## src/rtl/riscv_pkg.sv

```systemverilog
// Shared encodings for the MEM-stage load/store unit: funct3 access sizes and LSU FSM states.
package riscv_pkg;

  localparam logic [2:0] F3_B  = 3'b000;
  localparam logic [2:0] F3_H  = 3'b001;
  localparam logic [2:0] F3_W  = 3'b010;
  localparam logic [2:0] F3_BU = 3'b100;
  localparam logic [2:0] F3_HU = 3'b101;

  typedef enum logic [1:0] {
    S_IDLE = 2'd0,
    S_REQ  = 2'd1,
    S_WAIT = 2'd2
  } lsu_state_e;

endpackage

```

## src/rtl/lsu_align.sv

```systemverilog
// Combinational lane logic: store data replication/strobes, misalignment flag,
// and load lane extraction with sign/zero extension.
module lsu_align
  import riscv_pkg::*;
(
  input  logic [2:0]  acc_funct3,
  input  logic [1:0]  acc_addr_lo,
  input  logic [31:0] acc_data,
  output logic [31:0] st_wdata,
  output logic [3:0]  st_wstrb,
  output logic        misaligned,
  input  logic [2:0]  ld_funct3,
  input  logic [1:0]  ld_addr_lo,
  input  logic [31:0] ld_rdata,
  output logic [31:0] ld_data
);

  logic [31:0] ld_shifted;

  // funct3[1:0] carries the size for both signed and unsigned variants
  always_comb begin
    st_wdata   = acc_data;
    st_wstrb   = 4'b1111;
    misaligned = 1'b0;
    case (acc_funct3[1:0])
      2'b00: begin
        st_wdata = {4{acc_data[7:0]}};
        st_wstrb = 4'b0001 << acc_addr_lo;
      end
      2'b01: begin
        st_wdata   = {2{acc_data[15:0]}};
        st_wstrb   = 4'b0011 << acc_addr_lo;
        misaligned = acc_addr_lo[0];
      end
      default: misaligned = |acc_addr_lo;
    endcase
  end

  assign ld_shifted = ld_rdata >> {ld_addr_lo, 3'b000};

  always_comb begin
    ld_data = ld_shifted;
    case (ld_funct3)
      F3_B:    ld_data = {{24{ld_shifted[7]}}, ld_shifted[7:0]};
      F3_H:    ld_data = {{16{ld_shifted[15]}}, ld_shifted[15:0]};
      F3_BU:   ld_data = {24'h0, ld_shifted[7:0]};
      F3_HU:   ld_data = {16'h0, ld_shifted[15:0]};
      default: ld_data = ld_shifted;
    endcase
  end

endmodule

```

## src/rtl/mem_stage_lsu.sv

```systemverilog
// MEM-stage load/store unit: issues one valid/ready data-memory request per memory
// instruction, stalls upstream until the response (or timeout), and registers MEM/WB.
module mem_stage_lsu
  import riscv_pkg::*;
#(
  parameter int unsigned RSP_TIMEOUT = 16
) (
  input  logic        clk,
  input  logic        rst,
  input  logic [31:0] alu_result_in,
  input  logic [31:0] rs2_data_in,
  input  logic [4:0]  rd_in,
  input  logic        reg_write_in,
  input  logic        mem_write_in,
  input  logic        mem_read_in,
  input  logic        mem_to_reg_in,
  input  logic [2:0]  funct3_in,
  output logic        dmem_req_valid,
  input  logic        dmem_req_ready,
  output logic        dmem_we,
  output logic [31:0] dmem_addr,
  output logic [31:0] dmem_wdata,
  output logic [3:0]  dmem_wstrb,
  input  logic        dmem_rsp_valid,
  input  logic [31:0] dmem_rsp_rdata,
  output logic        stall_out,
  output logic [31:0] wb_data_out,
  output logic [4:0]  wb_rd_out,
  output logic        wb_reg_write_out,
  output logic        misalign_err,
  output logic        bus_err
);

  localparam int CNT_W = (RSP_TIMEOUT > 1) ? $clog2(RSP_TIMEOUT) : 1;
  localparam logic [CNT_W-1:0] TMO_LAST = CNT_W'(RSP_TIMEOUT - 1);

  lsu_state_e  state_q, state_d;
  logic [31:0] addr_q, addr_d;
  logic [31:0] wdata_q, wdata_d;
  logic [3:0]  wstrb_q, wstrb_d;
  logic        we_q, we_d;
  logic [4:0]  rd_q, rd_d;
  logic        reg_write_q, reg_write_d;
  logic        mem_to_reg_q, mem_to_reg_d;
  logic [2:0]  funct3_q, funct3_d;
  logic [CNT_W-1:0] cnt_q, cnt_d;
  logic [31:0] wb_data_q, wb_data_d;
  logic [4:0]  wb_rd_q, wb_rd_d;
  logic        wb_reg_write_q, wb_reg_write_d;
  logic        misalign_q, misalign_d;
  logic        bus_err_q, bus_err_d;
  logic        stall;

  logic        mem_op;
  logic        misaligned;
  logic        timeout_hit;
  logic [31:0] st_wdata;
  logic [3:0]  st_wstrb;
  logic [31:0] ld_data;

  lsu_align u_align (
    .acc_funct3  (funct3_in),
    .acc_addr_lo (alu_result_in[1:0]),
    .acc_data    (rs2_data_in),
    .st_wdata    (st_wdata),
    .st_wstrb    (st_wstrb),
    .misaligned  (misaligned),
    .ld_funct3   (funct3_q),
    .ld_addr_lo  (addr_q[1:0]),
    .ld_rdata    (dmem_rsp_rdata),
    .ld_data     (ld_data)
  );

  assign mem_op      = mem_read_in | mem_write_in;
  assign timeout_hit = (RSP_TIMEOUT != 0) && (cnt_q == TMO_LAST);

  always_comb begin
    state_d        = state_q;
    addr_d         = addr_q;
    wdata_d        = wdata_q;
    wstrb_d        = wstrb_q;
    we_d           = we_q;
    rd_d           = rd_q;
    reg_write_d    = reg_write_q;
    mem_to_reg_d   = mem_to_reg_q;
    funct3_d       = funct3_q;
    cnt_d          = cnt_q;
    wb_data_d      = wb_data_q;
    wb_rd_d        = wb_rd_q;
    wb_reg_write_d = 1'b0;
    misalign_d     = 1'b0;
    bus_err_d      = 1'b0;
    stall          = 1'b0;
    case (state_q)
      S_IDLE: begin
        cnt_d = '0;
        if (mem_op) begin
          if (misaligned) begin
            misalign_d = 1'b1;
          end else begin
            // A store wins over a load when both flags are set
            addr_d       = alu_result_in;
            wdata_d      = st_wdata;
            wstrb_d      = mem_write_in ? st_wstrb : 4'b0000;
            we_d         = mem_write_in;
            rd_d         = rd_in;
            reg_write_d  = reg_write_in;
            mem_to_reg_d = mem_to_reg_in;
            funct3_d     = funct3_in;
            state_d      = S_REQ;
            stall        = 1'b1;
          end
        end else begin
          wb_data_d      = alu_result_in;
          wb_rd_d        = rd_in;
          wb_reg_write_d = reg_write_in;
        end
      end
      S_REQ: begin
        stall = 1'b1;
        cnt_d = '0;
        if (dmem_req_ready) state_d = S_WAIT;
      end
      S_WAIT: begin
        if (dmem_rsp_valid) begin
          state_d = S_IDLE;
          if (!we_q) begin
            wb_data_d      = mem_to_reg_q ? ld_data : addr_q;
            wb_rd_d        = rd_q;
            wb_reg_write_d = reg_write_q;
          end
        end else if (timeout_hit) begin
          // Release the pipeline on the abort cycle; the instruction is dropped
          state_d   = S_IDLE;
          bus_err_d = 1'b1;
        end else begin
          stall = 1'b1;
          cnt_d = cnt_q + 1'b1;
        end
      end
      default: state_d = S_IDLE;
    endcase
  end

  always_ff @(posedge clk) begin
    if (rst) begin
      state_q        <= S_IDLE;
      addr_q         <= '0;
      wdata_q        <= '0;
      wstrb_q        <= '0;
      we_q           <= 1'b0;
      rd_q           <= '0;
      reg_write_q    <= 1'b0;
      mem_to_reg_q   <= 1'b0;
      funct3_q       <= '0;
      cnt_q          <= '0;
      wb_data_q      <= '0;
      wb_rd_q        <= '0;
      wb_reg_write_q <= 1'b0;
      misalign_q     <= 1'b0;
      bus_err_q      <= 1'b0;
    end else begin
      state_q        <= state_d;
      addr_q         <= addr_d;
      wdata_q        <= wdata_d;
      wstrb_q        <= wstrb_d;
      we_q           <= we_d;
      rd_q           <= rd_d;
      reg_write_q    <= reg_write_d;
      mem_to_reg_q   <= mem_to_reg_d;
      funct3_q       <= funct3_d;
      cnt_q          <= cnt_d;
      wb_data_q      <= wb_data_d;
      wb_rd_q        <= wb_rd_d;
      wb_reg_write_q <= wb_reg_write_d;
      misalign_q     <= misalign_d;
      bus_err_q      <= bus_err_d;
    end
  end

  // Request payload comes only from the latches so it stays stable under backpressure
  assign dmem_req_valid   = (state_q == S_REQ);
  assign dmem_we          = we_q;
  assign dmem_addr        = {addr_q[31:2], 2'b00};
  assign dmem_wdata       = wdata_q;
  assign dmem_wstrb       = wstrb_q;
  assign stall_out        = stall & ~rst;
  assign wb_data_out      = wb_data_q;
  assign wb_rd_out        = wb_rd_q;
  assign wb_reg_write_out = wb_reg_write_q;
  assign misalign_err     = misalign_q;
  assign bus_err          = bus_err_q;

endmodule
```

## config.mk

```make
export PLATFORM = sky130hd
export DESIGN_NAME = mem_stage_lsu
export DESIGN_NICKNAME = d
export VERILOG_FILES = /design/src/rtl/riscv_pkg.sv /design/src/rtl/lsu_align.sv /design/src/rtl/mem_stage_lsu.sv
export SDC_FILE = /design/constraint.sdc
export NUM_CORES = 1
export LEC_CHECK = 0
export BUFFER_PORTS_ARGS = -buffer_cell sky130_fd_sc_hd__buf_4
export CORE_MARGIN = 4
export CORE_UTILIZATION = 47
export CTS_CLUSTER_DIAMETER = 80
export DETAILED_ROUTE_END_ITERATION = 7
export GPL_TIMING_DRIVEN = 0
export PLACE_DENSITY = 0.78
export SYNTH_ARGS = -nofsm -noshare
export SYNTH_HDL_FRONTEND = slang
export SYNTH_HIERARCHICAL = 1
export SYNTH_SLANG_ARGS = --single-unit
```

## constraint.sdc

```tcl
create_clock -name clk -period 1.79 [get_ports clk]
set_input_delay 0.2685 -clock clk [delete_from_list [all_inputs] [get_ports clk]]
set_output_delay 0.2685 -clock clk [all_outputs]
set_load 0.05 [all_outputs]
```

==> impl_metrics.toml, run 1 <==
[clocking]
cts_tree = "built"
cts-buffers-inserted = 17
h-tree-depth = 4
cts_root_buffer = "clkbuf_16"
clk_pin_slew_ns = 0.06
clk_latency_ns = 0.43
numClockSinks = 125
cts_buffer_depth = 2

[drt]
finalWirelength_um = 28000
first_pass_iters = 6
drt_iter0_drc = 789
via_per_inst = 6.06
drc = 0
post_drt_wl_per_cell_um = 21.9
num_vias = 7757
ant_nets = 0

[floorplan]
rows = 44
io_pins = 223
die-area_um2 = 16800
die_h_um = 130
core-area_um2 = 14500
initial_core_util_pct = 47.8
die_width_um = 130

[worst_setup_path]
r2r_slack_ns = -0.36
required_ns = 2.10
r2r_start = "addr_q[0]$_SDFFE_PP0N_"
crit_arrival_ns = 2.46
crit_type = "flip-flop to flip-flop"
r2r-end = "wb_data_out[8]$_SDFFE_PP0P_"
startpoint_type = "flip-flop"
critPathMaxFanout = 8
r2r_cells = 10
crit_path_end_kind = "flip-flop"

[placed_design]
gp_congestion = 0.955
portBuffers = 218
dpl.hpwl_um = 18100

[pwr]
net-switching-power_mw = 3.31
leakage_nw = 4.31
switching_share_pct = 34.1
totalPowerFinal_mw = 9.69
p_seq_share_pct = 32.0
power_frac_comb_pct = 31.6
ir_worst_vdd_v = 0.000679
cellPowerDensity_nw_per_um2 = 921
p_clk_share_pct = 36.4
p_int_mw = 6.38

[logic_synthesis]
ys.flop_type = "dfxtp_1"
syn_inst = 814
syn_area_um2 = 6950
synth.largest_area_cell = "dfxtp_1"
yosysSeqAreaShare_pct = 36.0
syn_area_per_cell_um2 = 8.54
synth.area.top_cells = "dfxtp_1, mux2i_1, mux2_2"
async_flop_share_pct = 0
yosysWarnings = 6
synth_cell_types = 50
synth-seq-cells = 125
synth_edf_count = 0
synth.top_cell.area_share_pct = 36.0

[timing]
rsz0062_at_grt = "yes"
period_share_pct = 120
slew_headroom_pct = 59.0
fmax_mhz = 466
tns_ns = -6.87
drv_slew = 0
finClkSkew_ns = 0.00714
setup_viol = 32
final_hold_viol_count = 0
worst_slack_ns = -0.356
timing.final.crit_period_ns = 2.15
tightest_slew_ns = 0.613

[global_route]
gr-usage-all-layers_pct = 30.5
antenna_found_initial = 1
grt_pass1_vias = 7423
grt_pass1_wl_um = 39800
overflow = 0
grt_max_degree = 17

[layout]
drive_above_1_share_pct = 47.8
synthToLayoutAreaGrowth_pct = 51.4
diodes = 0
fin_nets = 1195
fill_cells = 1064

[min_path]
whs_path_depth = 2
hold_path_end = "bus_err$_SDFF_PP0_"
worstHoldPathType = "input port to flip-flop"
hold_start = "dmem_rsp_valid"

[job]
drv_cap = 0

[status]
violations = "setup timing"
status = "finished with violations"
[flip-flops by register name, summed over array words and instances, names as in the netlist]
signal and cells:
state_q 2, reg_write_q 1, wb_data_out 32, dmem_wdata 32
dmem_wstrb 4, wb_rd_out 5, misalign_err 1, bus_err 1
addr_q 32, rd_q 5, cnt_q 4, funct3_q 3
wb_reg_write_out 1, mem_to_reg_q 1, dmem_we 1
[timing repair]
item                                    4_1_cts  5_1_grt
hold buffers                                  0        0
pin swaps                                    45       30
gates cloned                                  2        1
resized for setup                           149       55
setup buffers                                15       15
endpoints found under the setup margin       56      103
hold endpoints to repair                      0        0
[critical path, stage by stage (launching register included)]
cell and delay, ns:
dfxtp_4 0.36, buf_8 0.14, buf_12 0.12, buf_12 0.14, mux2i_1 0.31, nor2_1 0.14, a211oi_2 0.27, nor2_4 0.07
mux2_4 0.26, mux2i_1 0.13, o22ai_1 0.09
[final cells by class]
class / count / area [um^2] / share of cell area [%]
Clock inverter: 15 / 171 / 1.63
Buffer: 114 / 830 / 7.88
Timing Repair Buffer: 251 / 1990 / 18.9
Clock buffer: 17 / 425 / 4.04
Tap cell: 184 / 230 / 2.19
Multi-Input combinational cell: 569 / 4340 / 41.3
Sequential cell: 125 / 2510 / 23.9
Inverter: 4 / 15.0 / 0.143
[kinds of logic after synthesis]
kind of cell	synth area share [%]
other cells	0.0539
fa+ha+maj	0.180
xor+xnor	0.126
mux	17.5
compound gates	21.5
buf+inv	10.7
simple gates	13.9
flops	36.0
[worst max-delay path by stage]
stage	start	to	slack, ns
2_1_floorplan	addr_q[0]$_SDFFE_PP0N_	wb_data_out[23]$_SDFFE_PP0P_	-0.0007
3_3_place_gp	funct3_in[1]	stall_out	-0.53
3_5_place_dp	funct3_in[1]	stall_out	-0.56
4_1_cts	state_q[0]$_SDFFE_PP0P_	stall_out	-0.25
5_1_grt	addr_q[0]$_SDFFE_PP0N_	wb_data_out[19]$_SDFFE_PP0P_	-0.39
6_report	addr_q[0]$_SDFFE_PP0N_	wb_data_out[8]$_SDFFE_PP0P_	-0.36
[power groups by stage]
stage / registers [mW] / logic, mW / clock network, mW
floorplan: 3.52 / 1.26 / 0
global placement: 3.14 / 2.46 / 0
detailed placement: 3.15 / 2.48 / 0
CTS: 3.09 / 2.84 / 3.54
global route: 3.12 / 3.19 / 3.67
finish: 3.10 / 3.06 / 3.53
[synth_stat cells, types with 2 or more instances]
master	number
nand2_1	62
nand2b_1	3
o21ai_2	3
o22ai_1	22
inv_1	3
nor3_1	5
nand4_1	4
a311oi_2	2
a21oi_1	92
o21ai_0	96
nor2_1	23
o21bai_1	2
dfxtp_1	125
a211oi_1	21
o22ai_2	10
buf_2	19
buf_6	11
buf_1	5
buf_4	42
mux2_2	48
o21ba_2	2
clkbuf_1	37
nor4_1	2
mux2i_1	65
nor2b_1	9
nand3_1	77
[layer usage]
layer | part of all wire, % | global-route usage, % | vias to the layer above
met5 | 0.046 | 0 | -
met4 | 5.6 | 16.6 | 2
met3 | 10 | 7.71 | 132
met2 | 47 | 50.3 | 512
met1 | 37 | 36.5 | 3672
li1 | - | - | 3439
[through the flow]
step | util, % | hold slack [ns] | setup WS [ns] | cells | instance area, um^2
floorplan | - | 0.346 | -0.000705 | 815 | 7000
global placement | 61.0 | 0.460 | -0.530 | 1217 | 8870
detailed placement | 61.0 | 0.460 | -0.557 | 1217 | 8870
CTS | 70.2 | 0.0637 | -0.249 | 1264 | 10200
global route | 72.4 | 0.0888 | -0.391 | 1279 | 10500
finish | 72.4 | 0.0941 | -0.356 | 1279 | 10500
[placed cells by master, fill, tap and decap left out, types with 7 or more instances in the layout]
| master | instances |
|---|---|
| nor2_4 | 10 |
| o22ai_2 | 11 |
| buf_4 | 278 |
| buf_6 | 17 |
| mux2_2 | 20 |
| nand2_2 | 7 |
| a211oi_1 | 8 |
| clkbuf_16 | 18 |
| mux2i_4 | 15 |
| clkbuf_1 | 27 |
| nand2_1 | 53 |
| nand3_1 | 77 |
| mux2i_1 | 40 |
| mux2_4 | 28 |
| dfxtp_1 | 121 |
| clkbuf_2 | 7 |
| o22ai_1 | 21 |
| buf_2 | 14 |
| buf_12 | 8 |
| nor2_1 | 12 |
| o21ai_2 | 9 |
| o21ai_0 | 84 |
| a21oi_1 | 84 |
| a211oi_2 | 11 |
| mux2i_2 | 11 |
No activity file was read; power rests on OpenSTA's default activity.
==> inputs of run 2 (changes only) <==
--- a/config.mk
+++ b/config.mk
@@ -5,9 +5,11 @@
 export SDC_FILE = /design/constraint.sdc
 export NUM_CORES = 1
 export LEC_CHECK = 0
+export ABC_AREA = 1
 export BUFFER_PORTS_ARGS = -buffer_cell sky130_fd_sc_hd__buf_4
 export CORE_MARGIN = 4
-export CORE_UTILIZATION = 47
+export CORE_UTILIZATION = 48
+export CTS_BUF_LIST = sky130_fd_sc_hd__clkbuf_16
 export CTS_CLUSTER_DIAMETER = 80
 export DETAILED_ROUTE_END_ITERATION = 7
 export GPL_TIMING_DRIVEN = 0
==> run 2 against run 1 <==
Effect of this change: the flow now finishes without violations; total power is 1.6% higher; wire length decreased by 7.3%; global-route usage decreased by 2.8 points; maximum frequency rose by 23%.
==> impl_metrics.toml, run 2 <==
[status]
status = "finished, final reports clean"

[timing]
tightest_slew_ns = 0.617
drv_slew = 0
timing.final.crit_period_ns = 1.74
slew_headroom_pct = 58.8
period_share_pct = 97.2
setup_viol = 0
final_hold_viol_count = 0
fmax_mhz = 575
rsz0062_at_grt = "yes"
finClkSkew_ns = 0.00538

[logic_synthesis]
synth_top_family_by_area = "simple AND/OR/NAND/NOR gates"
synth_fa_ha_area_share_pct = 0.161
ys.flop_type = "dfxtp_1"
synth.largest_area_cell = "dfxtp_1"
synthSimpleGateAreaFrac_pct = 43.8
synth-seq-cells = 125
yosysWarnings = 6
syn_inst = 1254
synth-xor-area-share_pct = 0
synth.area.top_cells = "dfxtp_1, nand2_1, nand3_1"
yosysSeqAreaShare_pct = 32.1
synth.top_cell.area_share_pct = 32.1
muxShareOfSynthArea_pct = 0
synth_edf_count = 0
synth_compound_area_share_pct = 6.44
synthTopCellsByCount = "nand2_1, nor2_1, inv_1"
async_flop_share_pct = 0
syn_area_per_cell_um2 = 6.21
syn_area_um2 = 7790
synth_most_common_cell = "nand2_1"
synth_cell_types = 32

[layout]
seq_area_um2 = 2510
fill_cells = 1532
mostFrequentLayoutCell = "nand2_1"
multi_input_area_um2 = 4000
synthToLayoutAreaGrowth_pct = 33.2
diodes = 0
utilization_pct = 65.3
drive_above_1_share_pct = 28.1
fin_nets = 1609
layout_common_cells = "nand2_1, buf_4, inv_1, nor2_1, dfxtp_1"

[worst_setup_path]
required_ns = 1.52
crit_type = "flip-flop to output port"
r2r-end = "wb_data_out[26]$_SDFFE_PP0P_"
startpoint_type = "flip-flop"
crit_path_end_kind = "output port"
r2r_slack_ns = 0.12
r2r_start = "addr_q[1]$_SDFFE_PP0N_"
r2r_cells = 12
crit_arrival_ns = 1.47
critPathMaxFanout = 7
setup.worst_path.end = "stall_out"
setup.worst_path.start = "state_q[1]$_SDFFE_PP0P_"

[drt]
first_pass_iters = 5
finalWirelength_um = 25900
num_vias = 8770
drt_iter0_drc = 747
post_drt_wl_per_cell_um = 15.0
ant_nets = 0
drc = 0
via_per_inst = 5.08

[min_path]
worstHoldPathType = "input port to flip-flop"

[floorplan]
rows = 46
die_width_um = 135
die-area_um2 = 18300
initial_core_util_pct = 49.0
core-area_um2 = 15900
die_h_um = 135
io_pins = 223

[clocking]
cts_tree = "built"
cts-buffers-inserted = 17
hold_buffers = 0
cts_buffer_depth = 2
h-tree-depth = 4
numClockSinks = 125
clk_latency_ns = 0.42
cts_root_buffer = "clkbuf_16"
clk_pin_slew_ns = 0.06

[global_route]
overflow = 0
grt_pass1_wl_um = 40700
antenna_found_initial = 0
grt_max_degree = 20
grt_pass1_vias = 8164
gr-usage-all-layers_pct = 27.7

[placed_design]
gp_congestion = 0.949
portBuffers = 219
dpl.hpwl_um = 19400

[pwr]
leakage_nw = 5.49
ir_worst_vdd_v = 0.000689
cellPowerDensity_nw_per_um2 = 949
totalPowerFinal_mw = 9.85

[job]
drv_cap = 0
-- run 2: cell count changes in the layout (fill, tap and decap cells not counted), moves of 40 or more --
| cell | previous run | this run |
|---|---|---|
| inv_1 | 3 | 132 |
| mux2i_1 | 40 | 0 |
| nand2_1 | 53 | 425 |
| nand4_1 | 4 | 47 |
| nor2_1 | 12 | 132 |
| o21ai_0 | 84 | 11 |
-- run 2: layout make-up --
class                   count  area share [%]
multi-input cells         870            38.5
flip-flops and latches    125            24.2
repair buffers            225            16.3
clock inverters            15            1.28
inverters                 136            4.99
clock buffers              17            4.10
well taps                 216            2.60
plain buffers             121            7.98
-- run 2: cells by family after synthesis --
logic type                 after synthesis
other                                    1
buffers and inverters                  260
AOI/OAI and AO/OA                       96
adders and majority gates                1
DFF                                    125
and+or+nand+nor                        771
-- run 2: power breakdown --
group	internal, mW	total [mW]	switching, mW
sequential	3.02	3.17	0.144
combinational	1.18	3.36	2.18
clock	2.01	3.31	1.30
-- run 2: timing repair --
| action | in CTS | in global routing |
|---|---|---|
| pin swaps | 3 | 2 |
| resized for setup | 14 | 6 |
| endpoints found under the setup margin | 1 | 48 |
| buffers inserted | 3 | 3 |
-- run 2: how the worst min path moves through the flow --
stage | from | depth (start not counted) | to | slack (ns)
floorplan | dmem_rsp_valid | 1 | bus_err$_SDFF_PP0_ | 0.35
global placement | dmem_wdata[30]$_SDFFE_PP0N_ | 2 | dmem_wdata[30]$_SDFFE_PP0N_ | 0.45
detailed placement | dmem_wdata[6]$_SDFFE_PP0N_ | 2 | dmem_wdata[6]$_SDFFE_PP0N_ | 0.45
CTS | alu_result_in[10] | 3 | addr_q[10]$_SDFFE_PP0N_ | 0.07
global route | alu_result_in[5] | 3 | addr_q[5]$_SDFFE_PP0N_ | 0.08
finish | alu_result_in[10] | 3 | addr_q[10]$_SDFFE_PP0N_ | 0.08
-- run 2: per-stage QoR --
step | cell area [um^2] | hold WS, ns | setup slack, ns | instances | TNS [ns]
CTS | 10300 | 0.0709 | 0.00423 | 1723 | 0
global route | 10400 | 0.0753 | -0.0149 | 1725 | -0.0164
detailed placement | 9710 | 0.454 | -0.345 | 1690 | -7.07
global placement | 9710 | 0.447 | -0.337 | 1690 | -6.29
finish | 10400 | 0.0802 | 0.0499 | 1725 | 0
floorplan | 7800 | 0.347 | 0.119 | 1255 | 0
-- run 2: routing by layer --
metal | GRT usage (%) | routed length (um) | up-vias
met1 | 36.4 | 11000 | 3983
met4 | 8.17 | 497 | 0
met3 | 7.06 | 2320 | 45
met5 | 0 | 0 | -
li1 | - | - | 4341
met2 | 45.2 | 12100 | 401
-- run 2: critical path, stage by stage (launching register included) --
cell     delay (ns)
dfxtp_1        0.31
buf_6          0.13
nor2_4         0.15
nand3_4        0.10
nand3_2        0.09
nand2_2        0.06
inv_2          0.07
buf_8          0.14
==> inputs of run 3 (changes only) <==
--- a/config.mk
+++ b/config.mk
@@ -12,7 +12,6 @@
 export CTS_BUF_LIST = sky130_fd_sc_hd__clkbuf_16
 export CTS_CLUSTER_DIAMETER = 80
 export DETAILED_ROUTE_END_ITERATION = 7
-export GPL_TIMING_DRIVEN = 0
 export PLACE_DENSITY = 0.78
 export SYNTH_ARGS = -nofsm -noshare
 export SYNTH_HDL_FRONTEND = slang
==> run 3 against run 2 <==
Effect of this change: flip-flop and latch count unchanged; utilization fell by 2.9 points; sequential share of layout area is 1.2 points higher; register-to-register slack improved by 0.08 ns.
==> impl_metrics.toml, run 3 (same netlist as run 2, synthesis figures left out) <==
[global_route]
grt_pass1_wl_um = 38200
overflow = 0
antenna_found_initial = 0
grt_max_degree = 51
gr-usage-all-layers_pct = 25.8
grt_pass1_vias = 7747

[timing]
drv_slew = 0
final_hold_viol_count = 0
rsz0062_at_grt = "no"
tns_ns = 0
finClkSkew_ns = 0.00861
timing.final.crit_period_ns = 1.71
setup_viol = 0
tightest_slew_ns = 0.515
period_share_pct = 95.3
fmax_mhz = 586
slew_headroom_pct = 65.7

[layout]
fin_nets = 1521
instances_no_fill = 1637
layout_common_cells = "nand2_1, buf_4, nor2_1, inv_1, dfxtp_1"
fill_cells = 1511
utilization_pct = 62.4
diodes = 0
drive_above_1_share_pct = 25.8
mostFrequentLayoutCell = "nand2_1"
synthToLayoutAreaGrowth_pct = 27.3

[floorplan]
initial_core_util_pct = 49.0
die_h_um = 135
io_pins = 223
die_width_um = 135
rows = 46
core-area_um2 = 15900
die-area_um2 = 18300

[worst_setup_path]
crit_path_end_kind = "output port"
r2r_start = "addr_q[0]$_SDFFE_PP0N_"
required_ns = 1.52
crit_arrival_ns = 1.44
critPathMaxFanout = 5
startpoint_type = "flip-flop"
r2r-end = "wb_data_out[18]$_SDFFE_PP0P_"
r2r_slack_ns = 0.20
crit_type = "flip-flop to output port"
r2r_cells = 11

[job]
drv_cap = 0

[status]
status = "finished, final reports clean"

[drt]
finalWirelength_um = 24100
post_drt_wl_per_cell_um = 14.7
via_per_inst = 5.13
num_vias = 8404
ant_nets = 0
drc = 0
drt_iter0_drc = 849
first_pass_iters = 5

[clocking]
h-tree-depth = 4
cts_tree = "built"
numClockSinks = 125
clk_latency_ns = 0.42
clk_pin_slew_ns = 0.05
cts_buffer_depth = 2
cts_root_buffer = "clkbuf_16"
cts-buffers-inserted = 17

[placed_design]
placed_cells = 1599
dpl.hpwl_um = 17000
portBuffers = 220
gp_congestion = 0.918

[min_path]
worstHoldPathType = "input port to flip-flop"
hold_path_end = "state_q[1]$_SDFFE_PP0P_"
whs_path_depth = 2
hold_start = "rst"

[pwr]
leakage_nw = 5.20
ir_worst_vdd_v = 0.000695
cellPowerDensity_nw_per_um2 = 1000
[run 3: layer usage]
layer	routed length (um)	track usage, %
met3	2510	7.32
met2	11200	41.5
met4	531	8.79
met1	9870	33.3
met5	0	0
[run 3: through the flow]
stage                     hold WS, ns  worst slack, ns  power [mW]  instance area [um^2]
after floorplan                 0.347            0.119        5.53                  7800
after global placement          0.450           0.0928        6.24                  9190
after detailed placement        0.455           0.0399        6.27                  9190
after CTS                      0.0577           0.0102        9.93                  9840
after global routing           0.0720          0.00279        10.4                  9910
final                          0.0769           0.0833        9.92                  9910
[run 3: final cells by class]
cell class,count,area [um^2],share of cell area [%]
clock buffers,17,425,4.29
clock inverters,15,196,1.98
multi-input cells,871,4010,40.4
repair buffers,257,1980,20.0
flip-flops and latches,125,2510,25.4
well taps,216,270,2.73
inverters,136,518,5.23
[run 3: how the worst max path moves through the flow]
stage / cells past startpoint / end / slack [ns] / from
detailed placement: 11 / wb_data_out[18]$_SDFFE_PP0P_ / 0.04 / addr_q[0]$_SDFFE_PP0N_
floorplan: 9 / stall_out / 0.12 / funct3_in[1]
CTS: 6 / stall_out / 0.01 / state_q[0]$_SDFFE_PP0P_
finish: 6 / stall_out / 0.08 / state_q[1]$_SDFFE_PP0P_
global route: 6 / stall_out / 0.003 / state_q[0]$_SDFFE_PP0P_
global placement: 11 / wb_data_out[10]$_SDFFE_PP0P_ / 0.09 / addr_q[0]$_SDFFE_PP0N_
[run 3: repair_timing]
action / 4_1_cts / 5_1_grt
pin swaps: 1 / 4
endpoints found under the setup margin: 1 / 25
buffers inserted: 3 / 2
cloned: 0 / 1
gates resized for setup: 5 / 11
hold buffers: 0 / 0
[run 3: power breakdown]
part	switching [mW]	internal, mW
Clock	1.32	2.32
Combinational	2.07	1.02
Sequential	0.154	3.02
[run 3: critical path, cell delays in order, from the launching register on]
cell     delay [ns]
dfxtp_4        0.37
nor2_4         0.17
nand3_4        0.12
nand3_2        0.09
nand2_2        0.05
inv_1          0.06
buf_6          0.16
